<file path="src/rtl/if_fetch_ctrl_if.sv">
// Fetch-side bus: icache request/response channel plus the IF/ID instruction handoff.
// Signal suffixes are named from the fetch controller's point of view.
interface if_fetch_ctrl_if #(
   parameter int XLEN = 64
) ();
   logic            ic_req_valid_o;
   logic [XLEN-1:0] ic_req_addr_o;
   logic            ic_req_ready_i;
   logic            ic_rsp_valid_i;
   logic [31:0]     ic_rsp_data_i;
   logic            inst_valid_o;
   logic [31:0]     inst_o;
   logic [XLEN-1:0] inst_pc_o;
   logic            id_ready_i;

   modport master (
      output ic_req_valid_o, ic_req_addr_o, inst_valid_o, inst_o, inst_pc_o,
      input  ic_req_ready_i, ic_rsp_valid_i, ic_rsp_data_i, id_ready_i
   );

   modport slave (
      input  ic_req_valid_o, ic_req_addr_o, inst_valid_o, inst_o, inst_pc_o,
      output ic_req_ready_i, ic_rsp_valid_i, ic_rsp_data_i, id_ready_i
   );
endinterface

</file>
<file path="src/rtl/if_fetch_ctrl.sv">
// Fetch sequencer: one outstanding icache read, redirect kill of in-flight data, one-entry IF/ID buffer.
// Define FETCH_TIMEOUT_EN to build the sticky fetch watchdog; otherwise timeout_o is tied low.
module if_fetch_ctrl #(
   parameter int              XLEN        = 64,
   parameter logic [XLEN-1:0] RESET_PC    = 64'h8000_0000,
   parameter int              TIMEOUT_CYC = 255
) (
   input  logic            clk,
   input  logic            rst,
   input  logic [XLEN-1:0] pc_next_i,
   input  logic            redirect_i,
   if_fetch_ctrl_if.master bus,
   output logic            fetch_stall_o,
   output logic            timeout_o
);

   typedef enum logic [2:0] {IDLE, REQ, WAIT, KILL, DRAIN} state_e;

   state_e          state_q, state_d;
   logic [XLEN-1:0] addr_q;
   logic [XLEN-1:0] ipc_q;
   logic [31:0]     inst_q;
   logic            ivld_q;

   logic hs, rsp, load, consume, stall;

   assign hs      = (state_q == REQ) && bus.ic_req_ready_i;
   assign rsp     = bus.ic_rsp_valid_i;
   assign load    = (state_q == WAIT) && rsp && !redirect_i;
   assign consume = ivld_q && bus.id_ready_i;
   // PC register advances on a buffered response or follows any redirect
   assign stall   = !(load || redirect_i);

   always_comb begin
      state_d = state_q;
      unique case (state_q)
         IDLE:    state_d = REQ;
         REQ:     if (hs) state_d = redirect_i ? KILL : WAIT;
         WAIT: begin
            if (rsp)             state_d = redirect_i ? REQ : DRAIN;
            else if (redirect_i) state_d = KILL;
         end
         KILL:    if (rsp) state_d = REQ;
         DRAIN:   if (!ivld_q || bus.id_ready_i || redirect_i) state_d = REQ;
         default: state_d = IDLE;
      endcase
   end

   always_ff @(posedge clk or negedge rst) begin
      if (!rst) begin
         state_q <= IDLE;
         addr_q  <= RESET_PC;
         ivld_q  <= 1'b0;
         inst_q  <= '0;
         ipc_q   <= '0;
      end else begin
         state_q <= state_d;
         if (!stall) addr_q <= pc_next_i;
         // a redirect flushes the buffer even when a response lands the same cycle
         if (redirect_i) begin
            ivld_q <= 1'b0;
         end else if (load) begin
            ivld_q <= 1'b1;
            inst_q <= bus.ic_rsp_data_i;
            ipc_q  <= addr_q;
         end else if (consume) begin
            ivld_q <= 1'b0;
         end
      end
   end

   assign bus.ic_req_valid_o = (state_q == REQ);
   assign bus.ic_req_addr_o  = addr_q;
   assign bus.inst_valid_o   = ivld_q;
   assign bus.inst_o         = inst_q;
   assign bus.inst_pc_o      = ipc_q;
   assign fetch_stall_o      = stall;

`ifdef FETCH_TIMEOUT_EN
   localparam int CNT_W = ($clog2(TIMEOUT_CYC + 1) > 8) ? $clog2(TIMEOUT_CYC + 1) : 8;

   logic [CNT_W-1:0] wd_cnt_q, wd_cnt_d;
   logic             wd_flag_q, wd_flag_d;
   logic             wd_active, wd_entry;

   assign wd_active = (state_q == WAIT) || (state_q == KILL);
   assign wd_entry  = (state_d != state_q) && ((state_d == WAIT) || (state_d == KILL));

   always_comb begin
      wd_cnt_d  = wd_cnt_q;
      wd_flag_d = wd_flag_q;
      if (wd_entry)
         wd_cnt_d = '0;
      else if (wd_active && (wd_cnt_q != CNT_W'(TIMEOUT_CYC)))
         wd_cnt_d = wd_cnt_q + 1'b1;
      if (wd_active && (wd_cnt_d == CNT_W'(TIMEOUT_CYC)))
         wd_flag_d = 1'b1;
   end

   always_ff @(posedge clk or negedge rst) begin
      if (!rst) begin
         wd_cnt_q  <= '0;
         wd_flag_q <= 1'b0;
      end else begin
         wd_cnt_q  <= wd_cnt_d;
         wd_flag_q <= wd_flag_d;
      end
   end

   assign timeout_o = wd_flag_q;
`else
   assign timeout_o = 1'b0;
`endif

endmodule

</file>
<file path="src/flat_wrapper.sv">
// flat-port wrapper written by rule: the top's interface ports become plain ports
module if_fetch_ctrl_flat 
#(
   parameter int              XLEN        = 64,
   parameter logic [XLEN-1:0] RESET_PC    = 64'h8000_0000,
   parameter int              TIMEOUT_CYC = 255
)
  (clk, rst, pc_next_i, redirect_i, fetch_stall_o, timeout_o, bus_ic_req_valid_o, bus_ic_req_addr_o, bus_inst_valid_o, bus_inst_o, bus_inst_pc_o, bus_ic_req_ready_i, bus_ic_rsp_valid_i, bus_ic_rsp_data_i, bus_id_ready_i);
  if_fetch_ctrl_if #(.XLEN(XLEN)) bus_i ();
  input  logic clk;
  input  logic rst;
  input  logic [XLEN-1:0] pc_next_i;
  input  logic redirect_i;
  output logic fetch_stall_o;
  output logic timeout_o;
  output wire logic [$bits(bus_i.ic_req_valid_o)-1:0] bus_ic_req_valid_o;
  output wire logic [$bits(bus_i.ic_req_addr_o)-1:0] bus_ic_req_addr_o;
  output wire logic [$bits(bus_i.inst_valid_o)-1:0] bus_inst_valid_o;
  output wire logic [$bits(bus_i.inst_o)-1:0] bus_inst_o;
  output wire logic [$bits(bus_i.inst_pc_o)-1:0] bus_inst_pc_o;
  input wire logic [$bits(bus_i.ic_req_ready_i)-1:0] bus_ic_req_ready_i;
  input wire logic [$bits(bus_i.ic_rsp_valid_i)-1:0] bus_ic_rsp_valid_i;
  input wire logic [$bits(bus_i.ic_rsp_data_i)-1:0] bus_ic_rsp_data_i;
  input wire logic [$bits(bus_i.id_ready_i)-1:0] bus_id_ready_i;
  assign bus_ic_req_valid_o = bus_i.ic_req_valid_o;
  assign bus_ic_req_addr_o = bus_i.ic_req_addr_o;
  assign bus_inst_valid_o = bus_i.inst_valid_o;
  assign bus_inst_o = bus_i.inst_o;
  assign bus_inst_pc_o = bus_i.inst_pc_o;
  assign bus_i.ic_req_ready_i = bus_ic_req_ready_i;
  assign bus_i.ic_rsp_valid_i = bus_ic_rsp_valid_i;
  assign bus_i.ic_rsp_data_i = bus_ic_rsp_data_i;
  assign bus_i.id_ready_i = bus_id_ready_i;
  if_fetch_ctrl #(.XLEN(XLEN), .RESET_PC(RESET_PC), .TIMEOUT_CYC(TIMEOUT_CYC)) u_core (.clk(clk), .rst(rst), .pc_next_i(pc_next_i), .redirect_i(redirect_i), .bus(bus_i), .fetch_stall_o(fetch_stall_o), .timeout_o(timeout_o));
endmodule
</file>
<file path="config.mk">
export PLATFORM = sky130hd
export DESIGN_NAME = if_fetch_ctrl_flat
export DESIGN_NICKNAME = d
export VERILOG_FILES = /design/src/rtl/if_fetch_ctrl_if.sv /design/src/rtl/if_fetch_ctrl.sv /design/src/flat_wrapper.sv
export SDC_FILE = /design/constraint.sdc
export NUM_CORES = 1
export LEC_CHECK = 0
export CORE_ASPECT_RATIO = 1.1
export CORE_MARGIN = 3
export CORE_UTILIZATION = 35
export CTS_CLUSTER_DIAMETER = 100
export DETAILED_ROUTE_END_ITERATION = 12
export PLACE_DENSITY = 0.7
export SLEW_MARGIN = 5
export SYNTH_ARGS = -nofsm -noshare
export SYNTH_HDL_FRONTEND = slang
export SYNTH_SLANG_ARGS = --single-unit
</file>
<file path="constraint.sdc">
create_clock -name clk -period 1.7 [get_ports clk]
set_clock_uncertainty 0.2 [all_clocks]
set_input_delay 0.34 -clock clk [delete_from_list [all_inputs] [get_ports clk]]
set_output_delay 0.34 -clock clk [all_outputs]
set_load 0.02 [all_outputs]
</file>
# After elaboration in Yosys (flattened, before gate mapping)
# Cells that the tools add are included.
# classes
eq_ne	8
mux	11
n_bitwise	1
n_reduce_logical	14
# op_table
cell	count
3-bit 2-to-1 mux	6
3-bit case mux with 5 select lines	1
3-bit by 2-bit == test with 1-bit output, second input constant	2
1-bit logical AND	4
1-bit 2-to-1 mux	4
2-bit by 1-bit != test with 1-bit output, second input constant	2
4-bit AND reduction	1
3-bit by 1-bit == test with 1-bit output, second input constant	1
3-bit == test, second input constant	1
1-bit logical NOT	3
3-bit logical NOT	1
1-bit logical OR	3
3-bit != test, second input constant	1
3-bit nonzero test	1
2-bit != test, second input constant	1
2-bit AND reduction	1
1-bit inverter	1
# totals
reg_bits	164
inputBits	102
word_cells	39

# Logic depth before layout (Yosys ltp)
# logic_depth
word_depth	5
ltp_mapped	5
mapped_depth_nobuf	3

# Worst setup path before layout
# OpenSTA, ideal clock, no wires.
# synth_timing
path_type	register -> register
start	register u_core.state_q[0]
end	register u_core.ipc_q[58], in the netlist u_core.bus.inst_pc_o[58]
setup_time_ns	0.128
t_arrival_ns	1.460
required_ns	1.372
slack_ns	-0.088
stages_incl_launch_ff	6
path_buffers	2
synth_period_minus_slack_ns	1.788
cell_sequence	dfrtp_1 -> nand3b_4 -> nor3_4 -> buf_4 -> buf_4 -> mux2_1
# synth_via
elab_chain_len	4
# synth_rtl
element	line	source
start: declaration	if_fetch_ctrl.sv:19	state_e state_q, state_d;
start signal: assignment	if_fetch_ctrl.sv:57	state_q <= state_d;
3-bit by 2-bit == test with 1-bit output	if_fetch_ctrl.sv:29	assign load = (state_q == WAIT) && rsp && !redirect_i;
1-bit logical AND (2 in series)	if_fetch_ctrl.sv:29	
2-bit AND reduction (no source line)	--	
end signal: assignment	if_fetch_ctrl.sv:65	ipc_q <= addr_q;
end: declaration	if_fetch_ctrl.sv:21	logic [XLEN-1:0] ipc_q;
# Every way passes these cells.
# A chain may end at the register's enable or synchronous reset.

# Worst setup path in the final report
# layout_timing
start	register u_core.state_q[0]
end	output port fetch_stall_o
# layout_via
elab_chain_len	5
# layout_rtl
element	line	source
3-bit by 2-bit == test with 1-bit output	if_fetch_ctrl.sv:29	
1-bit logical AND (2 in series)	if_fetch_ctrl.sv:29	
1-bit logical OR	if_fetch_ctrl.sv:32	assign stall = !(load || redirect_i);
1-bit logical NOT	if_fetch_ctrl.sv:32	
end: declaration	flat_wrapper.sv:14	output logic fetch_stall_o;
# Every way passes these cells.

==> flow_summary_export.csv <==
group,metric,value,unit
clock_tree,clk_latency,0.42,ns
synthesis,synth-async-reset-ratio,1.00,
detailed_routing,drt-vias-per-instance,4.66,
detailed_routing,drt_first_pass_iters,4,
timing,min_period,1.92,ns
clock_tree,clockRootBuffer,"clkbuf_16",
power_and_ir_drop,comb_power_share,0.390,
timing,fin_tns_setup,-19.36,ns
power_and_ir_drop,swShare,0.338,
synthesis,synth_most_common_cell,"dfrtp_1",
synthesis,yosys_register_bits,164,
finish,fillers,1318,
worst_setup_path,start_kind,"flop",
synthesis,synth_top_cell_area_share,0.660,
detailed_routing,drc,0,
worst_setup_path,required,1.16,ns
power_and_ir_drop,power.total,0.0159,W
global_route,grt_pass1_wl,28500,µm
synthesis,synth_ff_type,"dfrtp_1",
floorplanning,start_util,0.359,
worst_setup_path,critPathCaptureType,"output port",
synthesis,ys_types,22,
floorplanning,design.portCount,266,
synthesis,synth_nets,462,
floorplanning,die-area,19300,µm²
detailed_routing,vias,4260,
power_and_ir_drop,ir_drop,0.710,mV
global_route,grt_max_degree,47,
clock_tree,clockBufferDepth,2,
floorplanning,die-height,145,µm
clock_tree,cts_buffers,17,
flow_run,drv_cap,0,
timing,finalCritPeriodShare,1.13,
synthesis,netlist_top_cells_area,"dfrtp_1, mux2_2, mux2_1",
global_route,grtUsageTotal,0.189,
power_and_ir_drop,power_frac_clock,0.233,
worst_setup_path,critPathKind,"flop to output port",
detailed_routing,drt_wl_total,18200,µm
timing,fmax,522,MHz
synthesis,synth_top_area_cell,"dfrtp_1",
timing,final-max-slew-violation-count,0,
clock_tree,cts_tree,"yes",
status,status,"finished with violations",
power_and_ir_drop,seq_power_share,0.376,
synthesis,yosysWarningCount,0,
finish,drive_gt1_frac,0.451,
worst_setup_path,cp_data_arrival_time,1.38,ns
finish,nNetsFinal,769,
timing,hold_viol_final,0,
synthesis,ys_seq_area_frac,0.664,
timing,holdWs,0.176,ns
timing,setup_ws,-0.217,ns
synthesis,synth_edf_count,0,
finish,area_growth,67.7,%
power_and_ir_drop,p_int,0.0105,W
worst_setup_path,critPathMaxFanout,3,
finish,seq_area,4110,µm²
place,port-buffer-count,264,
finish,diodes,0,
synthesis,syn_area,6180,µm²
place,gp_congestion,0.727,
clock_tree,clk_pin_slew,0.07,ns
timing,setup_viol,162,
clock_tree,cts_sinks,164,
clock_tree,htreeDepth,4,
synthesis,synthTopCellsByCount,"dfrtp_1, mux2_2, mux2_1",
synthesis,syn_avg_cell_area,17.2,µm²
power_and_ir_drop,powerDensity,1540,nW/µm²
detailed_routing,wl_per_cell,19.9,µm
power_and_ir_drop,leakage,4.72,nW
power_and_ir_drop,power_switching,0.00538,W
global_route,grt_overflow,0,
detailed_routing,drt.antenna.violating_nets,0,
global_route,antenna_found_initial,0,
timing,grt_setup_unrepaired,"true",
hold_path,hp-class,"input pin to asynchronous set/reset pin",
synthesis,synthCells,360,
status,violations,"negative setup slack",
floorplanning,row_count,50,
finish,multiInputGateArea,2310,µm²
floorplanning,die_x,133,µm
floorplanning,core,17200,µm²
detailed_routing,drt_iter0_drc,150,
global_route,grt_pass1_vias,4851,
place,hpwl,11900,µm
place,place_ws,-0.579,ns
final cells by class:
| cell class | count | area share |
|---|---|---|
| Multi-Input combinational cell | 178 | 0.223 |
| Tap cell | 234 | 0.0282 |
| Timing Repair Buffer | 306 | 0.298 |
| Clock inverter | 13 | 0.0121 |
| Sequential cell | 164 | 0.396 |
| Clock buffer | 19 | 0.0427 |
layer usage:
layer	vias up	track usage	share of wire
met5	-	0	0
met4	0	0.0769	0.027
met3	31	0.0574	0.062
met2	169	0.314	0.51
met1	2170	0.231	0.41
li1	1890	-	-
final timing paths:
check                                                       start                                  endpoint  cells after the start  slack, ns
worst max-delay path                u_core.state_q[0]$_DFFE_PN0P_                             fetch_stall_o                      3      -0.22
worst min-delay path                                          rst  u_core.bus.ic_req_addr_o[41]$_DFFE_PN0N_                      2       0.18
worst max register to register      u_core.state_q[1]$_DFFE_PN0P_   u_core.bus.ic_req_addr_o[1]$_DFFE_PN0N_                      5      -0.21
worst min register to register  u_core.bus.inst_o[12]$_DFFE_PN0P_         u_core.bus.inst_o[12]$_DFFE_PN0P_                      1       0.30
max in group asynchronous                                     rst  u_core.bus.ic_req_addr_o[57]$_DFFE_PN0N_                      3       0.58
min in group clk                u_core.bus.inst_o[12]$_DFFE_PN0P_         u_core.bus.inst_o[12]$_DFFE_PN0P_                      1       0.30
cells by family (layout without fill, tap and decap cells):
logic type	count (synthesis)	count (layout)	share of synthesized area
multiplexers	160	160	0.291
other	1	1	0.000607
flip-flops	164	164	0.664
AND/OR/NAND/NOR	11	11	0.0158
AO/OA/AOI/OAI	6	6	0.00648
buffers and inverters	18	338	0.0217
state kept, by name, summed over array words and instances (netlist names):
name	cells
u_core.bus.ic_req_addr_o	64
u_core.bus.inst_valid_o	1
u_core.bus.inst_o	32
u_core.bus.inst_pc_o	64
u_core.state_q	3
worst max-delay path, cell delays in order, from the launching register on:
cell      delay (ns)
dfrtp_1         0.40
nand3b_4        0.19
o21ba_4         0.22
buf_4           0.16
repair_timing:
item                       4_1_cts  5_1_grt
buffers inserted                 9        1
setup endpoints to repair      321      293
gates resized for setup        330      179
pin swaps                        2        1
gates cloned                     7        3
hold endpoints to repair       164        0
hold buffers                     1        0
power by group through the flow:
stage | logic, W | clock network, W | registers (W)
floorplan | 0.00131 | 0 | 0.00748
CTS | 0.00600 | 0.00381 | 0.00592
finish | 0.00621 | 0.00371 | 0.00599
global placement | 0.00622 | 0 | 0.00589
global route | 0.00652 | 0.00400 | 0.00618
detailed placement | 0.00630 | 0 | 0.00597
cells in the final DEF, fill, tap and decap left out, types with 2 or more instances in the layout:
| cell | Yosys | final |
|---|---|---|
| dlygate4sd2_1 | 0 | 10 |
| buf_12 | 0 | 10 |
| dfrtp_2 | 0 | 2 |
| dfrtp_1 | 163 | 161 |
| buf_6 | 5 | 6 |
| clkinv_4 | 0 | 2 |
| buf_8 | 0 | 5 |
| clkinvlp_4 | 0 | 5 |
| bufbuf_16 | 0 | 2 |
| buf_16 | 0 | 6 |
| or2_2 | 2 | 2 |
| inv_6 | 0 | 4 |
| clkdlybuf4s15_1 | 0 | 88 |
| mux2_2 | 142 | 65 |
| mux2_4 | 0 | 95 |
| clkbuf_16 | 0 | 20 |
| clkdlybuf4s15_2 | 0 | 8 |
| buf_4 | 5 | 13 |
| clkbuf_2 | 0 | 54 |
| clkdlybuf4s50_1 | 0 | 100 |
| a21oi_1 | 2 | 2 |
per-stage QoR:
| step | instances | cell area [µm²] | utilization |
|---|---|---|---|
| floorplan | 360 | 6220 | - |
| global placement | 863 | 9300 | 0.541 |
| detailed placement | 863 | 9300 | 0.541 |
| CTS | 912 | 10300 | 0.600 |
| global route | 914 | 10400 | 0.602 |
| finish | 914 | 10400 | 0.602 |
(Power assumes the default switching activity.)
